## config.mk

```make
export PLATFORM = sky130hd
export DESIGN_NAME = hazard_stall_unit
export DESIGN_NICKNAME = d
export VERILOG_FILES = /design/src/rtl/hazard_stall_unit_pkg.sv /design/src/rtl/hazard_stall_unit_match.sv /design/src/rtl/hazard_stall_unit.sv
export SDC_FILE = /design/constraint.sdc
export NUM_CORES = 1
export LEC_CHECK = 0
export BUFFER_PORTS_ARGS = -buffer_cell sky130_fd_sc_hd__buf_2
export CAP_MARGIN = 15
export CORE_MARGIN = 2
export CORE_UTILIZATION = 42
export DETAILED_ROUTE_END_ITERATION = 10
export GPL_TIMING_DRIVEN = 0
export PLACE_DENSITY = 0.75
export REMOVE_ABC_BUFFERS = 1
export SLEW_MARGIN = 20
export SYNTH_ARGS = -nofsm -noshare
export SYNTH_HDL_FRONTEND = slang
export SYNTH_SLANG_ARGS = --single-unit
export TNS_END_PERCENT = 30
```

## constraint.sdc

```tcl
create_clock -name clk -period 1.8 [get_ports clk]
set_clock_uncertainty 0.15 [all_clocks]
set_input_delay 0.09 -clock clk [delete_from_list [all_inputs] [get_ports clk]]
set_output_delay 0.09 -clock clk [all_outputs]
set_load 0.005 [all_outputs]
```

## src/rtl/hazard_stall_unit_pkg.sv

```systemverilog
// Shared pipeline definitions for the hazard stall unit: register-address width,
// the hard-wired zero register and the stall FSM state encoding.
package hazard_stall_unit_pkg;

   localparam int REG_ADDR_W = 5;
   localparam logic [REG_ADDR_W-1:0] ZERO_REG = 5'd0;

   typedef enum logic {
      IDLE = 1'b0,
      HOLD = 1'b1
   } hazState_e;

endpackage

```

## src/rtl/hazard_stall_unit_match.sv

```systemverilog
// Producer/consumer register comparator: true when a producer destination feeds a
// source operand the IF/ID instruction actually reads; $0 never matches.
module hazard_match #(
   parameter int REG_ADDR_W = hazard_stall_unit_pkg::REG_ADDR_W
) (
   input  logic [REG_ADDR_W-1:0] dst,
   input  logic [REG_ADDR_W-1:0] srcRs,
   input  logic [REG_ADDR_W-1:0] srcRt,
   input  logic                  usesRs,
   input  logic                  usesRt,
   output logic                  hit
);
   import hazard_stall_unit_pkg::*;

   // Dependence check against both source operands
   always_comb begin
      hit = (dst != REG_ADDR_W'(ZERO_REG)) &&
            ((usesRs && (dst == srcRs)) || (usesRt && (dst == srcRt)));
   end

endmodule

```

## src/rtl/hazard_stall_unit.sv

```systemverilog
// Load-use and branch-in-ID hazard detector with a multi-cycle stall countdown
// and a saturating stalled-cycle counter.
module hazard_stall_unit #(
   parameter int REG_ADDR_W   = hazard_stall_unit_pkg::REG_ADDR_W,
   parameter int LOAD_LATENCY = 1,
   parameter int BRANCH_IN_ID = 0,
   parameter int STALL_CNT_W  = 16
) (
   input  logic                   clk,
   input  logic                   rst_n,
   input  logic                   id_ex_mem_read,
   input  logic                   id_ex_reg_write,
   input  logic [REG_ADDR_W-1:0]  id_ex_rt,
   input  logic                   ex_mem_mem_read,
   input  logic [REG_ADDR_W-1:0]  ex_mem_rt,
   input  logic [REG_ADDR_W-1:0]  if_id_rs,
   input  logic [REG_ADDR_W-1:0]  if_id_rt,
   input  logic                   if_id_uses_rs,
   input  logic                   if_id_uses_rt,
   input  logic                   if_id_branch,
   input  logic                   flush,
   output logic                   stall,
   output logic                   pc_write,
   output logic                   if_id_write,
   output logic                   id_ex_bubble,
   output logic [STALL_CNT_W-1:0] stall_cycles
);
   import hazard_stall_unit_pkg::*;

   localparam int         REM_W  = $clog2(LOAD_LATENCY + 2);
   localparam logic [3:0] LOAD_N = 4'(LOAD_LATENCY);
   localparam logic       BR_EN  = (BRANCH_IN_ID != 0);

   hazState_e             state_r;
   hazState_e             nextState_s;
   logic [REM_W-1:0]      remain_r;
   logic [REM_W-1:0]      nextRemain_s;
   logic                  idExHit_s;
   logic                  exMemHit_s;
   logic                  brActive_s;
   logic [3:0]            need_s;
   logic                  stall_s;
   logic [STALL_CNT_W-1:0] stallCycles_r;

   hazard_match #(.REG_ADDR_W(REG_ADDR_W)) uIdExMatch (
      .dst    (id_ex_rt),
      .srcRs  (if_id_rs),
      .srcRt  (if_id_rt),
      .usesRs (if_id_uses_rs),
      .usesRt (if_id_uses_rt),
      .hit    (idExHit_s)
   );

   hazard_match #(.REG_ADDR_W(REG_ADDR_W)) uExMemMatch (
      .dst    (ex_mem_rt),
      .srcRs  (if_id_rs),
      .srcRt  (if_id_rt),
      .usesRs (if_id_uses_rs),
      .usesRt (if_id_uses_rt),
      .hit    (exMemHit_s)
   );

   // Bubble demand; a load-use count takes precedence over any branch-only count
   always_comb begin
      brActive_s = BR_EN & if_id_branch;
      need_s     = 4'd0;
      if (id_ex_mem_read && idExHit_s) begin
         need_s = LOAD_N + {3'b000, brActive_s};
      end else if (brActive_s &&
                   ((id_ex_reg_write && !id_ex_mem_read && idExHit_s) ||
                    (ex_mem_mem_read && exMemHit_s))) begin
         need_s = 4'd1;
      end else begin
         need_s = 4'd0;
      end
   end

   // Stall FSM next state; reset and flush override everything
   always_comb begin
      nextState_s  = state_r;
      nextRemain_s = remain_r;
      stall_s      = 1'b0;
      if (!rst_n || flush) begin
         nextState_s  = IDLE;
         nextRemain_s = {REM_W{1'b0}};
      end else begin
         case (state_r)
            IDLE: begin
               if (need_s != 4'd0) begin
                  stall_s      = 1'b1;
                  nextRemain_s = REM_W'(need_s - 4'd1);
                  nextState_s  = (need_s > 4'd1) ? HOLD : IDLE;
               end else begin
                  nextRemain_s = {REM_W{1'b0}};
               end
            end
            HOLD: begin
               stall_s      = 1'b1;
               nextRemain_s = remain_r - REM_W'(1);
               if (remain_r == REM_W'(1)) begin
                  nextState_s = IDLE;
               end else begin
                  nextState_s = HOLD;
               end
            end
            default: begin
               nextState_s  = IDLE;
               nextRemain_s = {REM_W{1'b0}};
            end
         endcase
      end
   end

   // FSM state and countdown registers
   always_ff @(posedge clk) begin
      if (!rst_n) begin
         state_r  <= IDLE;
         remain_r <= {REM_W{1'b0}};
      end else begin
         state_r  <= nextState_s;
         remain_r <= nextRemain_s;
      end
   end

   // Saturating count of stalled cycles
   always_ff @(posedge clk) begin
      if (!rst_n) begin
         stallCycles_r <= {STALL_CNT_W{1'b0}};
      end else if (stall_s && (stallCycles_r != {STALL_CNT_W{1'b1}})) begin
         stallCycles_r <= stallCycles_r + STALL_CNT_W'(1);
      end else begin
         stallCycles_r <= stallCycles_r;
      end
   end

   assign stall        = stall_s;
   assign pc_write     = ~stall_s;
   assign if_id_write  = ~stall_s;
   assign id_ex_bubble = stall_s;
   assign stall_cycles = stallCycles_r;

endmodule

```

==> flow_metrics.tcl, run 1 <==
set metrics [dict create \
    clock-sinks 19 \
    gp_congestion 0.8471 \
    synth_area_um2 1101 \
    synth_ff_type "dfxtp_1" \
    grt_pass1_wl_um 4899 \
    fin_crit_ps 1850 \
    maxCapViolations 0 \
    worstSkewPairLatency_ps 310 \
    critPathArrivalTime_ps 1930 \
    irDropWorstVdd_uv 404.9 \
    failed_checks "negative setup slack" \
    cellPowerDensity_nw_per_um2 477.9 \
    synth_xor_area_share_pct 11.93 \
    ys_types 36 \
    coreArea_um2 2477 \
    yosysMostFrequentCell "dfxtp_1" \
    power_mw 0.7235 \
    rsz0062_at_grt "true" \
    path_max_fanout 4 \
    root_buffer "clkbuf_4" \
    setup_violations 7 \
    io_buffer_count 40 \
    antenna_found_initial 0 \
    yosys.area_share.simple_pct 27.95 \
    synth_top_family_by_area "simple AND/OR/NAND/NOR gates" \
    final-max-slew-violation-count 0 \
    synthMuxAreaShare_pct 2.727 \
    clk_pin_slew_worst_paths_ps 100 \
    ios 49 \
    wl_um 2822 \
    die_h_um 55.20 \
    htreeDepth 1 \
    critPathKind "reg2reg" \
    synthTopCellsByArea "dfxtp_1 (35%), xnor2_1 (8.8%), nor2_1 (4.4%)" \
    post_drt_wl_per_cell_um 13.63 \
    layout-drive-gt1-share_pct 42.37 \
    nets 209 \
    insertedDiodeCount 0 \
    overflow 0 \
    fin_crit_sh_pct 102.8 \
    async_flop_share_pct 0 \
    synth_common_cells "dfxtp_1 (19), nor2_1 (13), nand2_1 (11), xnor2_1 (11), nand3_1 (8)" \
    timing.fmax_ghz 0.5405 \
    end_kind "register" \
    netlist.area_leader.share_pct 34.55 \
    synth_edf_count 0 \
    synth-seq-cells 19 \
    vias 1095 \
    synthCells 125 \
    first_pass_iters 4 \
    cp.required_ps 1880 \
    yosysWarnings 0 \
    cts_tree "built" \
    relSlewSlack_pct 75.89 \
    via_per_inst 5.290 \
    hold_viol 0 \
    cts_buffers 3 \
    drc 0 \
    leakagePower_nw 0.7360 \
    grt_max_degree 12 \
    drtIter0Drc 46 \
    hpwl_um 1936 \
    synthAdderAreaFrac_pct 2.273 \
    ant_nets 0 \
    cts_max_path_buffers 2 \
    grt_pass1_vias 1108 \
    ys_seq_area_share_pct 34.55 \
    min_path_type "in2reg" \
    fin_ws_ps -50.24 \
    synth_compound_area_share_pct 16.14 \
    max_slew.worst_pin.slew_ps 361.3 \
    fill_cells 220 \
    grt_usage_pct 19.79 \
    status "finished, violations left" \
    syn_to_final_growth_pct 37.50 \
    rows 18 \
    startpoint_type "register" \
    die_x_um 55.20 \
    fin_util_pct 61.11 \
    syn_avg_cell_area_um2 8.808 \
    die_area_um2 3047 \
    hold_ws_ps 95.87 \
    start_util_pct 44.44 \
    synth_largest_area_cell "dfxtp_1" \
]
## layout make-up
cell class	instances	area (um2)	share of cell area, %
clock buffers	3	22.52	1.488
clock inverters	1	5.005	0.3306
inverters	6	22.52	1.488
multi-input cells	96	724.4	47.85
flip-flops and latches	19	399.1	26.36
well taps	30	37.54	2.479
repair buffers	52	302.8	20.00
## cell families (layout without fill, tap and decap cells)
group | count (synthesis) | count (layout)
muxes | 3 | 3
AOI/OAI and AO/OA | 20 | 20
xor gates and xnor gates | 15 | 15
buffers and inverters | 10 | 62
adders and majority gates | 2 | 2
DFF | 19 | 19
and+or+nand+nor | 56 | 56
## stage by stage
step / setup WS, ps / setup TNS (ps) / instance area, um2 / instances
2_1_floorplan: -160.2 / -890.0 / 1075 / 121
3_5_place_dp: -486.4 / -5224 / 1313 / 191
4_1_cts: -31.07 / -106.0 / 1500 / 207
6_report: -50.24 / -181.7 / 1514 / 207
5_1_grt: -148.6 / -1224 / 1514 / 207
3_3_place_gp: -450.3 / -4596 / 1313 / 191
## sequential cells by signal, summed over array words and instances, names as in the netlist
signal / count
stall_cycles: 16
remain_r: 2
state_r: 1
## per-layer routing
metal	track usage [%]	routed length (um)	up-vias
li1	-	-	548
met3	3.044	140	5
met1	22.11	1126	507
met4	10.45	45	0
met2	35.71	1510	35
met5	0	0	-
## worst max-delay path, stage by stage (launching register included)
cell	delay, ps
dfxtp_2	350
ha_4	160
nand4_1	200
nor3_4	80
a22oi_4	210
nand2_4	100
or4_1	400
a21oi_1	140
## where the power goes
part / total [mW] / switching (mW) / internal, mW
combinational: 0.0896 / 0.0438 / 0.0458
clock: 0.220 / 0.137 / 0.0831
sequential: 0.414 / 0.000149 / 0.414
total: 0.723 / 0.180 / 0.543
## cells in the final DEF, fill, tap and decap left out, drive strengths merged, types with 2 or more instances in the layout
master,synthesis,layout
dfxtp,19,19
o211ai,2,2
xor2,4,4
or4,2,2
o21ai,4,4
or3,4,4
nor2,13,13
ha,2,2
and3,3,3
nand3,9,9
o31ai,2,2
xnor2,11,11
clkbuf,1,3
dlygate4sd3,0,2
nor3,2,2
nand2b,2,2
inv,6,6
mux2i,3,3
buf,3,50
nand4,5,5
a21oi,5,5
nand2,13,13
## what timing repair did
action,in CTS,in global routing
hold buffers,2,0
endpoints found under the hold margin,5,0
buffers inserted,10,0
endpoints found under the setup margin,15,13
pin swaps,8,8
gates resized for setup,17,5
## path summary, 6_finish.rpt
path / from / endpoint / slack (ps) / cells past startpoint
setup / recovery: stall_cycles[0]$_SDFFE_PN0P_ / stall_cycles[8]$_SDFFE_PN0P_ / -50 / 7
hold / removal: flush / remain_r[1]$_SDFF_PP0_ / 100 / 3
setup reg to reg: stall_cycles[0]$_SDFFE_PN0P_ / stall_cycles[8]$_SDFFE_PN0P_ / -50 / 7
hold reg to reg: remain_r[0]$_SDFF_PP0_ / remain_r[0]$_SDFF_PP0_ / 290 / 1
Power figures use the tool's default switching activity.
==> run 2, diff against run 1 <==
--- a/config.mk
+++ b/config.mk
@@ -5,13 +5,14 @@
 export SDC_FILE = /design/constraint.sdc
 export NUM_CORES = 1
 export LEC_CHECK = 0
+export ABC_AREA = 1
 export BUFFER_PORTS_ARGS = -buffer_cell sky130_fd_sc_hd__buf_2
 export CAP_MARGIN = 15
 export CORE_MARGIN = 2
-export CORE_UTILIZATION = 42
+export CORE_UTILIZATION = 44
 export DETAILED_ROUTE_END_ITERATION = 10
 export GPL_TIMING_DRIVEN = 0
-export PLACE_DENSITY = 0.75
+export PLACE_DENSITY = 0.76
 export REMOVE_ABC_BUFFERS = 1
 export SLEW_MARGIN = 20
 export SYNTH_ARGS = -nofsm -noshare
==> run 2 against run 1 <==
Compared with the run above: the run now ends clean; sequential share of layout area decreased by 3.4 points; via count up 28%; first-iteration DRC count is 13% lower; non-clock buffer count decreased by 5; sequential cell count stayed put; maximum frequency up 8.1%; count of clock-buffer cells in the layout grew 1; register-to-register slack better by 140 ps; highest routed layer unchanged; cell count rose by 33%; combinational power down 12%; utilization is 0.11 points lower; synthesized cell count grew 58%.
==> flow_metrics.tcl, run 2 <==
set metrics [dict create \
    cts_tree "built" \
    synth_ff_type "dfxtp_1" \
    synth_common_cells "nand2_1 (63), nor2_1 (23), nand3_1 (22)" \
    end_kind "register" \
    postPlaceCellArea_um2 1488 \
    start_util_pct 46.83 \
    first_pass_iters 4 \
    power_mw 0.7187 \
    timing.fmax_ghz 0.5841 \
    synthCells 198 \
    clk_pin_slew_worst_paths_ps 120 \
    critPathKind "reg2reg" \
    p_int_mw 0.5389 \
    ys_seq_area_share_pct 29.20 \
    p_clk_share_pct 30.7 \
    antenna_found_initial 0 \
    fin_crit_sh_pct 95.12 \
    netlist.area_leader.share_pct 29.20 \
    synth_compound_area_share_pct 9.030 \
    root_buffer "clkbuf_4" \
    drc 0 \
    hold_viol 0 \
    rrSetupSlack_ps 90 \
    htreeDepth 1 \
    status "completed" \
    synth_xor_area_share_pct 8.069 \
    cellPowerDensity_nw_per_um2 423.6 \
    layout-drive-gt1-share_pct 33.88 \
    yosysWarnings 0 \
    final_area_um2 1697 \
    path_max_fanout 8 \
    min_path_type "in2reg" \
    syn_avg_cell_area_um2 6.578 \
    post_drt_wl_per_cell_um 11.89 \
    critPathArrivalTime_ps 1780 \
    fin_util_pct 61.00 \
    switching_share_pct 25.01 \
    synth-seq-cells 19 \
    cts_buffers 3 \
    worstSkewPairLatency_ps 300 \
    cp.required_ps 1870 \
    io_buffer_count 40 \
    largest_reg_flops 16 \
    grt_pass1_vias 1274 \
    yosys.area_share.simple_pct 42.17 \
    max_slew.worst_pin.slew_ps 507.3 \
    synthTopCellsByArea "dfxtp_1 (29%), nand2_1 (18%), nand3_1 (8.5%)" \
    r2r_start "stall_cycles[14]$_SDFFE_PN0P_" \
    coreArea_um2 2781 \
    overflow 0 \
    layout_commonest_cell "nand2_1" \
    grt_usage_pct 20.18 \
    wl_um 3282 \
    switchingPower_mw 0.1798 \
    final-max-slew-violation-count 0 \
    final_cell_mix "nand2_1 (63), buf_2 (40), nand3_1 (22)" \
    maxCapViolations 0 \
    yosysMostFrequentCell "nand2_1" \
    syn_to_final_growth_pct 30.26 \
    gp_congestion 0.8109 \
    synth_area_um2 1302 \
    die_area_um2 3411 \
    ys_types 22 \
    tns_ps 0 \
    crit_path_end "stall_cycles[2]$_SDFFE_PN0P_" \
    relSlewSlack_pct 66.15 \
    hold_ws_ps 76.48 \
    via_per_inst 5.091 \
    combinationalPowerShare_pct 11.0 \
    hpwl_um 2043 \
    irDropWorstVdd_uv 260.0 \
    async_flop_share_pct 0 \
    setup.worst_path.start "stall_cycles[14]$_SDFFE_PN0P_" \
    leakagePower_nw 0.7782 \
    p_seq_share_pct 58.3 \
    vias 1405 \
    rows 19 \
    fin_crit_ps 1712 \
    setup_violations 0 \
    synth_largest_area_cell "dfxtp_1" \
    ant_nets 0 \
    ios 49 \
    clock-sinks 19 \
    grt_max_degree 23 \
    die_x_um 58.41 \
    synth_top_family_by_area "simple AND/OR/NAND/NOR gates" \
    grt_pass1_wl_um 5306 \
    drtIter0Drc 40 \
    r2r-end "stall_cycles[2]$_SDFFE_PN0P_" \
    synthMuxAreaShare_pct 0 \
    cts_max_path_buffers 2 \
    reg2reg_depth 6 \
    nets 277 \
    startpoint_type "register" \
    synthAdderAreaFrac_pct 1.921 \
    die_h_um 58.41 \
    insertedDiodeCount 0 \
    synth_edf_count 0 \
]
-- run 2: final cells by class --
| class | instances | area [um2] |
|---|---|---|
| Fill cell | 244 | 1085 |
| Multi-Input combinational cell | 156 | 898.4 |
| Sequential cell | 19 | 390.4 |
| Timing Repair Buffer | 47 | 267.8 |
| Inverter | 19 | 75.07 |
| Tap cell | 31 | 38.79 |
| Clock buffer | 4 | 26.28 |
-- run 2: how the worst min path moves through the flow --
stage	from	to	slack [ps]	cells past startpoint
3_3_place_gp	rst_n	stall_cycles[12]$_SDFFE_PN0P_	180	3
6_report	flush	remain_r[1]$_SDFF_PP0_	80	4
3_5_place_dp	rst_n	stall_cycles[12]$_SDFFE_PN0P_	190	3
4_1_cts	flush	remain_r[1]$_SDFF_PP0_	7	4
2_1_floorplan	rst_n	stall_cycles[12]$_SDFFE_PN0P_	60	2
5_1_grt	flush	remain_r[0]$_SDFF_PP0_	90	4
-- run 2: timing repair --
item / in CTS / in global routing
resized for setup: 11 / 8
gates cloned: 3 / 0
pin swaps: 3 / 3
endpoints found under the hold margin: 1 / 0
buffers inserted: 6 / 0
setup endpoints to repair: 15 / 17
hold buffers: 1 / 0
-- run 2: worst max-delay path, stage by stage, from the launching register on --
cell     delay (ps)
dfxtp_1         450
nand2_1         120
nor2_2          430
nand2_8         140
nand2_8         130
nand2_1          70
a21oi_2         120
-- run 2: cells by family (layout without fill, tap and decap cells) --
logic type | after synthesis | in the layout
flops | 19 | 19
xor+xnor | 12 | 12
compound gates | 16 | 16
fa+ha+maj | 2 | 2
simple gates | 123 | 126
buf+inv | 26 | 70
-- run 2: metal layers --
metal	GRT usage (%)	vias up	routed length [um]
li1	-	726	-
met5	0	-	0
met1	23.58	613	1416
met4	9.967	0	92
met2	35.31	56	1567
met3	3.516	10	205
-- run 2: per-stage QoR --
stage | instances | setup slack (ps)
after CTS | 276 | 4.576
after global placement | 262 | -172.8
after floorplan | 191 | 36.54
after detailed placement | 262 | -220.2
after global routing | 276 | -32.27
final | 276 | 87.82
-- run 2: power groups by stage --
stage | logic (mW) | clock network (mW) | registers [mW]
global route | 0.0912 | 0.245 | 0.419
global placement | 0.0735 | 0 | 0.430
CTS | 0.0787 | 0.222 | 0.419
detailed placement | 0.0740 | 0 | 0.430
floorplan | 0.0397 | 0 | 0.430
finish | 0.0787 | 0.221 | 0.419
